--- src/rtl/int_controller.sv ---
// rtl/int_controller.sv - edge-triggered, masked, fixed-priority interrupt controller with EOI handshake
module int_controller #(
  parameter int NUM_SRC = 8,
  parameter int ID_W    = 3
) (
  input  logic               clk,
  input  logic               reset,
  input  logic [NUM_SRC-1:0] irq_i,
  output logic               INT,
  input  logic               INT_ACK,
  input  logic               we,
  input  logic [1:0]         addr,
  input  logic [31:0]        wdata,
  output logic [31:0]        rdata,
  output logic               in_service,
  output logic [ID_W-1:0]    vec_id
);

  localparam logic [1:0] ADDR_MASK    = 2'd0;
  localparam logic [1:0] ADDR_PENDING = 2'd1;
  localparam logic [1:0] ADDR_VECTOR  = 2'd2;
  localparam logic [1:0] ADDR_EOI     = 2'd3;

  typedef enum logic [1:0] {
    IDLE    = 2'd0,
    REQ     = 2'd1,
    ACKED   = 2'd2,
    SERVICE = 2'd3
  } state_t;

  state_t             state;
  logic [NUM_SRC-1:0] mask;
  logic [NUM_SRC-1:0] pending;
  logic [NUM_SRC-1:0] irq_prev;

  logic [NUM_SRC-1:0] rise;
  logic [NUM_SRC-1:0] eligible;
  logic [NUM_SRC-1:0] w1c;
  logic [NUM_SRC-1:0] ack_clr;
  logic [ID_W-1:0]    winner;
  logic               mask_wr;
  logic               eoi_wr;
  logic               ack_take;
  logic               unused_wdata;

  assign rise     = irq_i & ~irq_prev;
  assign eligible = pending & ~mask;
  assign mask_wr  = we && (addr == ADDR_MASK);
  assign eoi_wr   = we && (addr == ADDR_EOI);
  assign w1c      = (we && (addr == ADDR_PENDING)) ? wdata[NUM_SRC-1:0] : '0;
  assign ack_take = (state == REQ) && INT_ACK;
  assign ack_clr  = ack_take ? (NUM_SRC'(1) << vec_id) : '0;
  assign unused_wdata = &{1'b0, wdata};

  // Scan from the top down so the lowest eligible index is the last one assigned.
  always_comb begin
    winner = '0;
    for (int i = NUM_SRC - 1; i >= 0; i--) begin
      if (eligible[i]) winner = ID_W'(i);
    end
  end

  always_comb begin
    rdata = '0;
    case (addr)
      ADDR_MASK:    rdata = 32'(mask);
      ADDR_PENDING: rdata = 32'(pending);
      ADDR_VECTOR: begin
        rdata[31]       = in_service;
        rdata[ID_W-1:0] = vec_id;
      end
      default:      rdata = '0;
    endcase
  end

  always_ff @(posedge clk or negedge reset) begin
    if (!reset) begin
      state      <= IDLE;
      INT        <= 1'b0;
      in_service <= 1'b0;
      vec_id     <= '0;
      mask       <= '0;
      pending    <= '0;
      irq_prev   <= '0;
    end else begin
      irq_prev <= irq_i;
      if (mask_wr) mask <= wdata[NUM_SRC-1:0];
      // A new edge outranks any clear landing on the same bit in this cycle.
      pending <= (pending & ~(w1c | ack_clr)) | rise;

      case (state)
        IDLE: begin
          if (|eligible) begin
            vec_id <= winner;
            state  <= REQ;
            INT    <= 1'b1;
          end
        end
        REQ: begin
          if (INT_ACK) begin
            in_service <= 1'b1;
            state      <= ACKED;
            INT        <= 1'b0;
          end else if (!eligible[vec_id]) begin
            state <= IDLE;
            INT   <= 1'b0;
          end
        end
        ACKED: begin
          if (!INT_ACK) state <= SERVICE;
        end
        SERVICE: begin
          if (eoi_wr) begin
            in_service <= 1'b0;
            state      <= IDLE;
          end
        end
        default: begin
          state <= IDLE;
          INT   <= 1'b0;
        end
      endcase
    end
  end

endmodule

--- config.mk ---
export PLATFORM = sky130hd
export DESIGN_NAME = int_controller
export DESIGN_NICKNAME = d
export VERILOG_FILES = /design/src/rtl/int_controller.sv
export SDC_FILE = /design/constraint.sdc
export NUM_CORES = 1
export LEC_CHECK = 0
export CORE_MARGIN = 3
export CORE_UTILIZATION = 60
export DETAILED_ROUTE_END_ITERATION = 7
export DONT_BUFFER_PORTS = 1
export PLACE_DENSITY = 0.84
export SETUP_SLACK_MARGIN = 0.5
export SLEW_MARGIN = 20
export SYNTH_ARGS = -nofsm -noshare
export SYNTH_HDL_FRONTEND = slang
export SYNTH_SLANG_ARGS = --single-unit
--- constraint.sdc ---
create_clock -name clk -period 2.3 [get_ports clk]
set_input_delay 0.345 -clock clk [delete_from_list [all_inputs] [get_ports clk]]
set_output_delay 0.345 -clock clk [all_outputs]
set_load 0.02 [all_outputs]
==> results.md <==
- Vias: 1,328
- CTS sink count: 31
- Crit-path max FO: 5
- Crit path max-delay family: simple AND/OR/NAND/NOR gates
- EDFF count, synth: 0
- CTS root buf: clkbuf_4
- Worst path buffer plus inverter count: 0
- TNS Setup: 0 ps
- Final setup viols: 0
- Combinational share of power: 35.6%
- Syn-to-layout area delta: 8.17%
- I/O Buffers: 0
- Total internal power: 1.13 mW
- Std-Cell Rows: 19
- Fmax: between 500 and 600 MHz
- H-tree depth: 2
- Cell chain of the critical path: nor2b_4, or4_4, or2_4, nand2_2, mux2_4
- Cell taking the most area after synthesis: dfrtp_1
- Final antenna-violating net count: 0
- Final Hold Vio Count: 0
- Busiest grt layer: met2
- 1st-iter DRT viols: 62
- WL/cell: between 15 and 20 µm
- Placer Congestion: between 0.8 and 0.9
- Worst min-delay path category: in -> reg
- Critical path type: reg -> reg
- Met2 Use GR: 38.1%
- Post-synthesis sequential area ratio: between 40 and 50%
- RSZ-0062 raised after global routing: true
- Critical Path Slowest Stage Cell: or4_4
- Chip width: 60.4 µm
- Total GRT Usage: 23.0%
- Buffer depth of the longest clock path: 2
- Ys async rst share: 100%
- Total power: 1.90 mW
- Critical path endpoint category: flip-flop
- Worst VDD drop: ~640 µV
- Post-synth top area share: a little over two fifths
- Filler Cells Inserted: approximately 200
- I/O pin count: 83
- Slew headroom: 52.3%
- Crit share post-route: just under 80%
- CTS Buf Count: 5
- Worst skew pair latency: 350 ps
- Psw: 765 µW
- Hpwl dp: 2680 µm
- Initial Util: 63.8%
- Vias in the first global route: 1,330
- Global route total overflow: 0
- Clk_skew: around 5.6 ps
- ANT cells: 0
- Slowest cell delay on critical path: about 530 ps
- Vias per cell: 5.88
- Syn_area_per_cell: 10.0 µm²
- Status: finished clean
- Leak Pwr: 0.881 nW
- Grt met3 use: under 10%
- Startpoint type of the worst setup path: flip-flop
- CTS tree: done
- Slew @ Worst Pin: 712 ps
- Clock transition at path regs: 90 ps
- Clock Power Share: 17.2%
- Post-Syn Instances: 177
- Met1 Use GR: between 20% and 30%
- Arr. time, crit path: around 2000 ps
- Post-Route WL: 3780 µm
- Core area: roughly 0.0028 mm²
- Required time worst endpoint: 2540 ps
- Nets: 241
- Ys flop type: dfrtp_1
- Global-route wire length before repair: 6040 µm
- Largest net degree at the start of global routing: 32
- Flops & latches, synth: 31
- Chip Height: 60.4 µm
- Max-slew violation count: 0
- Seq pwr share: 47.2%
- Synthesis Warnings: 0
- Synthesized cell area: 0.00178 mm²
- Synth top area cells: dfrtp_1, buf_4, mux2_2, mux2i_1, o21ai_0
- TritonRoute pass-1 iters: 4
- Pwr/cell area: 989 mW/mm²
- Layout cells sized above 1: 23.1%
- Max_cap viols: 0
- Net Sw Frac: 40.3%
- Synth cell types: 41
- Min Clock Period, post-route: 1810 ps
- DRC: 0
- DIE AREA: 0.00365 mm²
- Initial antenna violation count: 0
repair_timing:
action / in CTS / in global routing
endpoints found under the setup margin: 3 / 2
buffers inserted: 4 / 4
hold buffers: 2 / 4
pin swaps: 1 / 2
hold endpoints to repair: 31 / 4
resized for setup: 3 / 0
synthesized netlist by cell type (3+ instances only):
| cell type | number |
|---|---|
| dfrtp_1 | 31 |
| buf_4 | 24 |
| nor2_1 | 12 |
| o21ai_0 | 12 |
| inv_1 | 11 |
| mux2_2 | 8 |
| mux2i_1 | 8 |
| nand3_1 | 8 |
| nand2_1 | 7 |
| a21oi_1 | 6 |
| o211ai_1 | 6 |
| nor2b_4 | 4 |
| nor2b_2 | 3 |
registers in the layout, indices dropped and copies added, names as in the netlist, named ones only:
| register | count |
|---|---|
| mask | 8 |
| pending | 8 |
| irq_prev | 8 |
| in_service | 1 |
| INT | 1 |
| vec_id | 3 |
| state | 1 |
power by group through the flow:
stage	registers [mW]	clock network [mW]	logic, mW
2_1_floorplan	0.826	0	0.564
3_3_place_gp	0.892	0	0.561
3_5_place_dp	0.904	0	0.593
4_1_cts	0.895	0.335	0.643
5_1_grt	0.919	0.361	0.747
6_report	0.896	0.327	0.675
kinds of logic (layout without fill, tap and decap cells):
kind of cell,count (synthesis),after routing,share of synthesized area (%)
compound gates,35,35,12.3
buf+inv,40,36,13.6
flops,31,31,43.7
mux,18,18,11.7
other cells,1,23,0.211
simple gates,52,52,18.5
placed cells by master (no fill, tap or decap), drive strengths merged, types with 3 or more instances in the layout:
master	synthesis	final
dlygate4sd3	0	5
nand3	8	8
inv	11	11
or4	3	3
conb	1	23
clkbuf	2	6
mux2	9	9
nor2	12	12
nor2b	9	9
buf	27	13
a21oi	6	6
mux2i	8	8
dfrtp	31	31
o211ai	6	6
nand2	8	8
o21ai	12	12
stage by stage:
stage | util (%) | worst slack (ps) | hold slack (ps) | area (µm²) | cells
after global placement | 62.1 | 498 | 50.2 | 1730 | 205
after CTS | 66.5 | 482 | 9.45 | 1850 | 218
after floorplan | - | 538 | 49.4 | 1860 | 199
after detailed placement | 62.1 | 476 | 50.2 | 1730 | 205
final | 69.1 | 494 | 16.0 | 1920 | 226
after global routing | 69.1 | 446 | 2.30 | 1920 | 226
routing by layer:
metal,routed length [µm],vias to the layer above
li1,-,611
met1,1450,638
met2,1910,69
met3,334,10
met4,85,0
met5,0,-
layout make-up:
type | count | area, µm² | area share [%]
multi-input combinational | 128 | 846 | 44.0
sequential | 31 | 778 | 40.5
timing repair buffer | 18 | 160 | 8.34
clock buffer | 6 | 51.3 | 2.67
inverter | 11 | 41.3 | 2.15
tap | 31 | 38.8 | 2.02
clock inverter | 1 | 5.00 | 0.261
final timing paths:
kind	from	endpoint	slack, ps	depth (start not counted)
worst min-delay path	irq_i[0]	irq_prev[0]$_DFF_PN0_	20	0
worst max register to register	pending[3]$_DFF_PN0_	vec_id[0]$_DFFE_PN0P_	490	5
min in group asynchronous	reset	state[0]$_DFFE_PN0P_	440	2
worst max-delay path	pending[3]$_DFF_PN0_	vec_id[0]$_DFFE_PN0P_	490	5
max in group asynchronous	reset	vec_id[1]$_DFFE_PN0P_	1680	2
worst min register to register	irq_prev[5]$_DFF_PN0_	pending[5]$_DFF_PN0_	420	1
(Power assumes the default switching activity.)
